==> config.mk <==
export PLATFORM = sky130hd
export DESIGN_NAME = encoder_8b10b
export DESIGN_NICKNAME = d
export VERILOG_FILES = /design/src/rtl/pcie_phy_pkg.sv /design/src/rtl/enc_8b10b_lut.sv /design/src/rtl/encoder_8b10b.sv
export SDC_FILE = /design/constraint.sdc
export NUM_CORES = 1
export LEC_CHECK = 0
export ABC_AREA = 1
export BUFFER_PORTS_ARGS = -buffer_cell sky130_fd_sc_hd__buf_2
export CAP_MARGIN = 15
export CORE_MARGIN = 8
export CORE_UTILIZATION = 40
export CTS_CLUSTER_DIAMETER = 80
export DETAILED_ROUTE_END_ITERATION = 8
export GPL_TIMING_DRIVEN = 1
export PLACE_DENSITY_LB_ADDON = 0.1
export RECOVER_POWER = 100
export SYNTH_ARGS = -nofsm -noshare
export SYNTH_HDL_FRONTEND = slang
export SYNTH_HIERARCHICAL = 1
export SYNTH_SLANG_ARGS = --single-unit
export TNS_END_PERCENT = 5
==> constraint.sdc <==
create_clock -name clk_i -period 4.52 [get_ports clk_i]
set_clock_uncertainty 0.15 [all_clocks]
set_input_delay 0.904 -clock clk_i [delete_from_list [all_inputs] [get_ports clk_i]]
set_output_delay 0.904 -clock clk_i [all_outputs]
set_load 0.02 [all_outputs]
==> src/rtl/pcie_phy_pkg.sv <==
// Shared PHY constants: named K-character bytes, symbol width and the
// control-character legality check used by the 8b/10b encoder.
package pcie_phy_pkg;

    localparam int SYMBOL_WIDTH = 10;

    localparam logic [7:0] K28_5_COM = 8'hBC;
    localparam logic [7:0] K28_0_SKP = 8'h1C;
    localparam logic [7:0] K28_3_IDL = 8'h7C;
    localparam logic [7:0] K23_7_PAD = 8'hF7;
    localparam logic [7:0] K27_7_STP = 8'hFB;
    localparam logic [7:0] K29_7_END = 8'hFD;
    localparam logic [7:0] K30_7_EDB = 8'hFE;
    localparam logic [7:0] K28_2_SDP = 8'h5C;
    localparam logic [7:0] K28_1_FTS = 8'h3C;

    // Every K28.y is legal; the only other legal controls are the four Kx.7 codes.
    function automatic logic is_legal_k(input logic [7:0] b);
        return (b[4:0] == 5'd28) || (b == K23_7_PAD) || (b == K27_7_STP) ||
               (b == K29_7_END) || (b == K30_7_EDB);
    endfunction

endpackage

==> src/rtl/enc_8b10b_lut.sv <==
// Combinational 8b/10b code lookup: 5b/6b then 3b/4b, each sub-block chosen
// by the running disparity in force when it starts.
module enc_8b10b_lut
    import pcie_phy_pkg::*;
(
    input  logic [7:0]              data,
    input  logic                    k,
    input  logic                    rd,
    output logic [SYMBOL_WIDTH-1:0] code,
    output logic                    rd_next
);

    logic [4:0] x;
    logic [2:0] y;
    logic [5:0] s6_base, s6;
    logic [3:0] s4_base, s4;
    logic       neutral6, neutral4, rd_mid, alt7;

    assign x = data[4:0];
    assign y = data[7:5];

    always_comb begin
        // RD- column, written abcdei (a in the MSB)
        s6_base = 6'b000000;
        case (x)
            5'd0:  s6_base = 6'b100111;
            5'd1:  s6_base = 6'b011101;
            5'd2:  s6_base = 6'b101101;
            5'd3:  s6_base = 6'b110001;
            5'd4:  s6_base = 6'b110101;
            5'd5:  s6_base = 6'b101001;
            5'd6:  s6_base = 6'b011001;
            5'd7:  s6_base = 6'b111000;
            5'd8:  s6_base = 6'b111001;
            5'd9:  s6_base = 6'b100101;
            5'd10: s6_base = 6'b010101;
            5'd11: s6_base = 6'b110100;
            5'd12: s6_base = 6'b001101;
            5'd13: s6_base = 6'b101100;
            5'd14: s6_base = 6'b011100;
            5'd15: s6_base = 6'b010111;
            5'd16: s6_base = 6'b011011;
            5'd17: s6_base = 6'b100011;
            5'd18: s6_base = 6'b010011;
            5'd19: s6_base = 6'b110010;
            5'd20: s6_base = 6'b001011;
            5'd21: s6_base = 6'b101010;
            5'd22: s6_base = 6'b011010;
            5'd23: s6_base = 6'b111010;
            5'd24: s6_base = 6'b110011;
            5'd25: s6_base = 6'b100110;
            5'd26: s6_base = 6'b010110;
            5'd27: s6_base = 6'b110110;
            5'd28: s6_base = 6'b001110;
            5'd29: s6_base = 6'b101110;
            5'd30: s6_base = 6'b011110;
            default: s6_base = 6'b101011;
        endcase
        if (k && x == 5'd28)
            s6_base = 6'b001111;
        neutral6 = ($countones(s6_base) == 3);
        // D.7 is balanced but still has two forms to avoid a run of three
        s6     = (rd && (!neutral6 || x == 5'd7)) ? ~s6_base : s6_base;
        rd_mid = neutral6 ? rd : ~rd;

        alt7 = k || (!rd_mid && (x == 5'd17 || x == 5'd18 || x == 5'd20)) ||
                    (rd_mid && (x == 5'd11 || x == 5'd13 || x == 5'd14));
        // RD- column, written fghj (f in the MSB)
        case (y)
            3'd0:    s4_base = 4'b1011;
            3'd1:    s4_base = k ? 4'b0110 : 4'b1001;
            3'd2:    s4_base = k ? 4'b1010 : 4'b0101;
            3'd3:    s4_base = 4'b1100;
            3'd4:    s4_base = 4'b1101;
            3'd5:    s4_base = k ? 4'b0101 : 4'b1010;
            3'd6:    s4_base = k ? 4'b1001 : 4'b0110;
            default: s4_base = alt7 ? 4'b0111 : 4'b1110;
        endcase
        neutral4 = ($countones(s4_base) == 2);
        s4       = (rd_mid && (!neutral4 || y == 3'd3 || k)) ? ~s4_base : s4_base;
        rd_next  = neutral4 ? rd_mid : ~rd_mid;
    end

    // Tables are written in transmit order; the symbol puts 'a' in bit 0.
    for (genvar gi = 0; gi < 6; gi++) begin : g_rev6
        assign code[gi] = s6[5-gi];
    end
    for (genvar gi = 0; gi < 4; gi++) begin : g_rev4
        assign code[6+gi] = s4[3-gi];
    end

endmodule

==> src/rtl/encoder_8b10b.sv <==
// Single-lane 8b/10b encoder: one output register stage with valid/ready on
// both sides and running-disparity state that advances only on accept.
module encoder_8b10b
    import pcie_phy_pkg::*;
#(
    parameter bit INIT_RD_POS = 1'b0
) (
    input  logic                    clk_i,
    input  logic                    rst_i,
    input  logic [7:0]              data_i,
    input  logic                    data_k_i,
    input  logic                    data_valid_i,
    output logic                    encoder_ready_o,
    output logic [SYMBOL_WIDTH-1:0] symbol_o,
    output logic                    symbol_valid_o,
    input  logic                    symbol_ready_i,
    output logic                    code_err_o,
    output logic                    rd_o
);

    logic [SYMBOL_WIDTH-1:0] symbol_reg;
    logic                    symbol_valid_reg;
    logic                    code_err_reg;
    logic                    rd_reg;
    logic [SYMBOL_WIDTH-1:0] lut_code;
    logic                    lut_rd_next;
    logic                    k_illegal;
    logic [7:0]              lut_byte;
    logic                    accept;

    // An illegal control is replaced by a comma so the link keeps a valid stream.
    assign k_illegal = data_k_i && !is_legal_k(data_i);
    assign lut_byte  = k_illegal ? K28_5_COM : data_i;

    enc_8b10b_lut u_lut (
        .data    (lut_byte),
        .k       (data_k_i),
        .rd      (rd_reg),
        .code    (lut_code),
        .rd_next (lut_rd_next)
    );

    assign encoder_ready_o = !symbol_valid_reg || symbol_ready_i;
    assign accept          = data_valid_i && encoder_ready_o;

    always_ff @(posedge clk_i or posedge rst_i) begin
        if (rst_i) begin
            symbol_reg       <= '0;
            symbol_valid_reg <= 1'b0;
            code_err_reg     <= 1'b0;
            rd_reg           <= INIT_RD_POS;
        end else if (accept) begin
            symbol_reg       <= lut_code;
            symbol_valid_reg <= 1'b1;
            code_err_reg     <= k_illegal;
            rd_reg           <= lut_rd_next;
        end else if (symbol_ready_i) begin
            symbol_valid_reg <= 1'b0;
        end
    end

    assign symbol_o       = symbol_reg;
    assign symbol_valid_o = symbol_valid_reg;
    assign code_err_o     = code_err_reg;
    assign rd_o           = rd_reg;

endmodule

==> Word-level counts from Yosys, hierarchy flattened <==
Memory sizes are Yosys's and may differ from the RTL's.
Index checks and enable logic that the tools add are counted.
{ "word_totals": {"register_bits": 13, "mem_bits_ro": 192, "wordCells": 80, "mem_count": 1} }
{ "mem_list": {"columns": ["memory", "words", "word_bits", "rd", "rd_ports_with_merged_regs", "wr", "line_no", "rtl"], "rows": [
  ["(no name shown)", 32, 6, 1, 0, 0, "enc_8b10b_lut.sv:25", "case (x)"]
]} }
{ "classes": {"addsub": 8, "eq_ne": 21, "n_mux": 14, "n_bitwise": 4, "reduce_logical": 28} }
{ "ops": {"columns": ["operator", "count"], "rows": [
  ["32-bit adder", 3],
  ["32-bit by 3-bit equality test with 1-bit output (second input constant)", 2],
  ["8-bit equality test (second input constant)", 4],
  ["4-bit one-hot mux with 7 select lines", 1],
  ["5-bit equality test (second input constant)", 5],
  ["4-bit 2-to-1 mux", 6],
  ["5-bit by 4-bit equality test with 1-bit output (second input constant)", 3],
  ["1-bit logical OR", 14],
  ["6-bit 2-to-1 mux", 2],
  ["1-bit by 1-bit adder with 2-bit output", 5],
  ["3-bit equality test (second input constant)", 3],
  ["8-bit 2-to-1 mux", 1],
  ["1-bit logical AND", 7],
  ["3-bit by 2-bit equality test with 1-bit output (second input constant)", 2],
  ["6-bit inverter", 1],
  ["5-bit by 3-bit equality test with 1-bit output (second input constant)", 1],
  ["1-bit logical NOT", 5],
  ["1-bit 2-to-1 mux", 4],
  ["4-bit inverter", 1],
  ["3-bit by 1-bit equality test with 1-bit output (second input constant)", 1],
  ["3-bit logical NOT", 1],
  ["1-bit inverter", 2],
  ["2-bit nonzero test", 1]
]} }

==> Logic depth before layout (Yosys ltp) <==
{ "logic_depth": {"ltp_word": 30, "ltp_mapped": 43, "mapped_depth_nobuf": 42} }

==> Modules after synthesis <==
Netlist, hierarchy kept.
{ "modules_own_cells": {"columns": ["module", "instances", "cells_per_inst", "area_per_inst_um2", "seq_area_each_um2"], "rows": [
  ["enc_8b10b_lut", 1, 144, 875.8, 0.0],
  ["encoder_8b10b", 1, 93, 645.6, 325.3]
]} }

==> Worst setup path before layout <==
OpenSTA, ideal clock, no wires.
{ "synth_path": {"path_kind": "input port to flip-flop", "startpoint": "input port data_i[0]", "endpoint": "register symbol_reg[9], in the netlist symbol_o[9]", "setup_ps": 116, "arrival_ps": 6418, "setup_slack_ps": -2165, "path_stages": 41, "path_buffers": 0, "cell_sequence": "inv_1 nand2_1 nand2_1 nand2_1 nor2_1 nor2_2 nor2_1 inv_1 ha_1 nor2_1 inv_1 o211ai_1 nand2_1 nand2_1 nand3_1 inv_1 fa_1 fa_1 [5 not listed] nand3_1 nand2_1 nand2_1 nand3_1 nand3_1 nand2_1 nand2_1 fa_1 ha_1 ha_1 nor3b_1 o211ai_1 nand2_1 inv_1 nand3_1 nand2_1 nand2_1 nand2_1"} }
{ "synth_between": {"elab_chain_cells": 30, "word_cells_on_any_way": 57} }
{ "synth_lines": {"columns": ["element", "line_no", "rtl"], "rows": [
  ["from (decl)", "encoder_8b10b.sv:10", "input logic [7:0] data_i,"],
  ["8-bit equality test or 5-bit equality test (tied branches)", "pcie_phy_pkg.sv:19", "return (b[4:0] == 5'd28) || (b == K23_7_PAD) || (b == K27_7_STP) ||"],
  ["1-bit logical OR (3 in a row)", "pcie_phy_pkg.sv:19", null],
  ["1-bit logical OR *", "pcie_phy_pkg.sv:20", "(b == K29_7_END) || (b == K30_7_EDB);"],
  ["1-bit logical NOT *", "encoder_8b10b.sv:32", "assign k_illegal = data_k_i && !is_legal_k(data_i);"],
  ["1-bit logical AND *", "encoder_8b10b.sv:32", null],
  ["8-bit 2-to-1 mux *", "encoder_8b10b.sv:33", "assign lut_byte = k_illegal ? K28_5_COM : data_i;"],
  ["named net lut_byte[1]", "encoder_8b10b.sv:28", "logic [7:0] lut_byte;"],
  ["branches (longest 21 deep; another with 32-bit adder)", null, null],
  ["4-bit 2-to-1 mux *", "enc_8b10b_lut.sv:80", "s4 = (rd_mid && (!neutral4 || y == 3'd3 || k)) ? ~s4_base : s4_base;"],
  ["named net lut_code[9]", "encoder_8b10b.sv:25", "logic [SYMBOL_WIDTH-1:0] lut_code;"],
  ["to (signal assigned)", "encoder_8b10b.sv:53", "symbol_reg <= lut_code;"],
  ["to (decl)", "encoder_8b10b.sv:21", "logic [SYMBOL_WIDTH-1:0] symbol_reg;"]
]} }
Mark *: on every way through the listed nets, which the timed path passes.
A chain may end at the register's enable or synchronous reset.

==> Worst setup path in the final report <==
Same ends and word-level chain as after synthesis.

==> results_tabular.tex <==
\begin{tabular}{lr}
\hline
Metric & Value \\
\hline
\multicolumn{2}{l}{\textbf{Run status}} \\
\quad Outcome & finished, violations left \\
\quad Failing checks & setup timing \\
\multicolumn{2}{l}{\textbf{Cells and area}} \\
\quad Most common cell after layout, fill and taps aside & sky130\_fd\_sc\_hd\_\_nand2\_1 \\
\quad Inserted Diodes & 0 \\
\quad Final Instance Count excl. Fillers & 369 \\
\quad Post-layout instance area & 2465 µm² \\
\quad Share of post-route cells with drive strength above 1 & 0.4455 \\
\quad Leading cell types in the layout, fill and taps excluded & sky130\_fd\_sc\_hd\_\_nand2\_1 (72), sky130\_fd\_sc\_hd\_\_buf\_4 (54), sky130\_fd\_sc\_hd\_\_inv\_1 (23) \\
\quad Fin nets & 350 \\
\quad Area growth from synthesis to final layout & 62.01\% \\
\multicolumn{2}{l}{\textbf{Floorplan}} \\
\quad CORE AREA & 3661 µm² \\
\quad Die area & 6033 µm² \\
\quad Die height & 77.68 µm \\
\quad Row count & 22 \\
\quad I/O pins & 27 \\
\quad Initial Util & 0.4156 \\
\quad Die Wd & 77.68 µm \\
\multicolumn{2}{l}{\textbf{Timing}} \\
\quad Worst slew margin relative to its limit & 0.6680 \\
\quad Smallest setup slack after layout & -1.948 ns \\
\quad Max Fclk & 154.6 MHz \\
\quad Count of final setup violators & 11 \\
\quad Setup repair after global routing missed its margin & yes \\
\quad Tmin final & 6.468 ns \\
\quad Number of max-slew violations in the final report & 0 \\
\quad Hold violation count in the final report & 0 \\
\quad Worst Max-Slew Pin Slew & 0.4974 ns \\
\quad Period utilisation layout & 1.431 \\
\multicolumn{2}{l}{\textbf{Logic synthesis}} \\
\quad Synthesized instance count & 237 \\
\quad Main flop type after synthesis & sky130\_fd\_sc\_hd\_\_dfrtp\_1 \\
\quad Register area share after synthesis & 0.2138 \\
\quad Proportion of synthesized flip-flops having asynchronous set or reset & 1.000 \\
\quad Summed instance area of the synthesized netlist & 1521 µm² \\
\quad Number of synthesized flops with an enable pin & 0 \\
\quad Number of warnings issued by yosys & 6 \\
\quad Number of synthesized register bits & 13 \\
\quad Library cells used by synthesis & 32 \\
\quad Net count after synthesis & 265 \\
\quad Avg Synthesized Cell Area & 6.420 µm² \\
\multicolumn{2}{l}{\textbf{Worst setup path}} \\
\quad Critical-path cell with the highest stage delay & sky130\_fd\_sc\_hd\_\_fa\_1 \\
\quad Worst setup EP type & flip-flop \\
\quad Type of origin of the critical path & primary input \\
\quad Worst Path Class, Setup & primary input to flip-flop \\
\quad CP peak stage delay & 0.55 ns \\
\quad Data arrival time at the worst-slack endpoint & 6.46 ns \\
\quad Critical path data required time & 4.51 ns \\
\quad Buffering stage count on the worst path with inverters included & 10 \\
\quad Worst path top cell family by delay & adder cells \\
\quad Worst-path maximum fanout & 5 \\
\multicolumn{2}{l}{\textbf{Clock tree}} \\
\quad Clock buffers created by TritonCTS & 3 \\
\quad Total of hold buffers inserted after clock tree synthesis & 0 \\
\quad Clock Tree Root & sky130\_fd\_sc\_hd\_\_clkbuf\_8 \\
\quad Number of H-tree branching levels & 1 \\
\quad Clk pin slew, worst setup/hold paths & 0.06 ns \\
\quad Clock tree from TritonCTS & built \\
\quad Clock latency at the later pin of the worst-skew pair & 0.24 ns \\
\quad Maximum clock path buffer count & 2 \\
\quad Number of clock sinks seen by CTS & 13 \\
\multicolumn{2}{l}{\textbf{Detailed routing}} \\
\quad Total wire length & 4251 µm \\
\quad DR WL/cell & 11.52 µm \\
\quad Per-cell via count in the routed design & 4.696 \\
\quad DRC errors left & 0 \\
\quad Starting DRT DRC Count & 77 \\
\quad Number of optimization iterations in the first detailed-route pass & 4 \\
\quad Vias & 1733 \\
\quad ANT nets after route & 0 \\
\multicolumn{2}{l}{\textbf{Power}} \\
\quad Cell area power density & 391.3 nW/µm² \\
\quad Leakage power figure & 1.309 nW \\
\quad Peak supply drop & 0.0003480 V \\
\multicolumn{2}{l}{\textbf{Placement}} \\
\quad \# port buffers & 26 \\
\quad Half-perimeter wire length of the detailed placement result & 3321 µm \\
\quad DP Area & 2221 µm² \\
\quad Global placement routability congestion & 0.8735 \\
\quad Total placed cells including tap cells & 359 \\
\multicolumn{2}{l}{\textbf{Min path}} \\
\quad Min-Delay Path Class & flip-flop to flip-flop \\
\multicolumn{2}{l}{\textbf{Global route}} \\
\quad Overall global routing resource usage & 0.1435 \\
\quad Congestion Overflow GR & 0 \\
\quad Vias in the first global route & 1801 \\
\quad First-pass GRT wire length & 7493 µm \\
\quad Largest net degree at the start of global routing & 15 \\
\quad Antenna violations before repair & 0 \\
\multicolumn{2}{l}{\textbf{Job}} \\
\quad MaxCap Viol Count & 0 \\
\hline
\end{tabular}
==> path summary, 6_finish.rpt <==
kind                              from     endpoint  slack [ns]  cells after the start
max                          data_i[0]  symbol_o[9]       -1.95                     40
min                        symbol_o[2]  symbol_o[2]        0.32                      2
max reg2reg                       rd_o  symbol_o[9]        1.50                     19
min reg2reg                symbol_o[2]  symbol_o[2]        0.32                      2
max in group asynchronous        rst_i  symbol_o[4]        3.36                      2
min in group asynchronous        rst_i  symbol_o[9]        0.53                      2
==> report_power, final <==
group / switching, mW / internal (mW) / total, mW
combinational: 0.372 / 0.292 / 0.664
sequential: 0.0307 / 0.166 / 0.197
clock: 0.0408 / 0.0622 / 0.103
==> tightest hold or removal path: stages (launching register included) <==
cell and delay, ns:
sky130_fd_sc_hd__dfrtp_1 0.34, sky130_fd_sc_hd__nand2_1 0.05, sky130_fd_sc_hd__nand2_1 0.05
==> synthesized netlist by cell type (2+ instances only) <==
cell | n | area [µm²]
sky130_fd_sc_hd__nand2_1 | 92 | 345.3
sky130_fd_sc_hd__nand3_1 | 16 | 80.08
sky130_fd_sc_hd__nand2_2 | 3 | 18.77
sky130_fd_sc_hd__xnor2_1 | 2 | 17.52
sky130_fd_sc_hd__nor2_2 | 2 | 12.51
sky130_fd_sc_hd__nand4_1 | 6 | 37.54
sky130_fd_sc_hd__or2_2 | 2 | 12.51
sky130_fd_sc_hd__inv_2 | 3 | 11.26
sky130_fd_sc_hd__xor2_1 | 5 | 43.79
sky130_fd_sc_hd__inv_1 | 36 | 135.1
sky130_fd_sc_hd__nor2_1 | 13 | 48.80
sky130_fd_sc_hd__ha_1 | 11 | 137.6
sky130_fd_sc_hd__dfrtp_1 | 13 | 325.3
sky130_fd_sc_hd__o22ai_1 | 3 | 18.77
sky130_fd_sc_hd__fa_1 | 4 | 80.08
sky130_fd_sc_hd__o211ai_1 | 4 | 30.03
sky130_fd_sc_hd__o21ai_0 | 7 | 35.03
==> sequential cells by signal (all words and copies together), names as in the netlist <==
signal / cells
symbol_o: 10
rd_o: 1
symbol_valid_o: 1
code_err_o: 1
==> kinds of logic (layout without fill, tap and decap cells) <==
| logic type | count (synthesis) | in the layout | share of synthesized area |
|---|---|---|---|
| compound gates | 21 | 21 | 0.09457 |
| simple gates | 138 | 138 | 0.3873 |
| fa+ha+maj | 15 | 15 | 0.1431 |
| flops | 13 | 13 | 0.2138 |
| buf+inv | 43 | 127 | 0.1209 |
| xor+xnor | 7 | 7 | 0.04030 |
==> cell type report <==
| class | instances | area [µm²] |
|---|---|---|
| inverter | 39 | 178.9 |
| sequential | 13 | 325.3 |
| timing repair buffer | 84 | 613.1 |
| multi-input combinational | 181 | 1242 |
| fill | 324 | 1196 |
| tap | 48 | 60.06 |
| clock buffer | 4 | 45.04 |
==> stage by stage <==
step	worst slack, ns	utilization	total power [mW]	setup TNS [ns]	hold slack (ns)
after floorplan	-1.823	-	0.5861	-10.16	0.4358
after global placement	-2.262	0.6066	0.7715	-15.42	0.3093
after detailed placement	-2.399	0.6066	0.7868	-16.41	0.3098
after CTS	-1.850	0.6336	0.9152	-10.55	0.3246
after global routing	-2.273	0.6733	1.059	-15.21	0.3462
final	-1.948	0.6733	0.9644	-12.16	0.3222
==> routing by layer <==
metal  track usage  up-vias  share of wire
met2        0.2498       35           0.50
met5             0        -              0
met4       0.03774        0          0.014
met3       0.02765        9          0.039
li1              -      913              -
met1        0.1752      776           0.44
==> timing repair <==
item                       4_1_cts  5_1_grt
gates resized for setup         18       34
setup endpoints to repair       11       11
pin swaps                        7       29
buffers inserted                 0        6
Power figures use the tool's default switching activity.
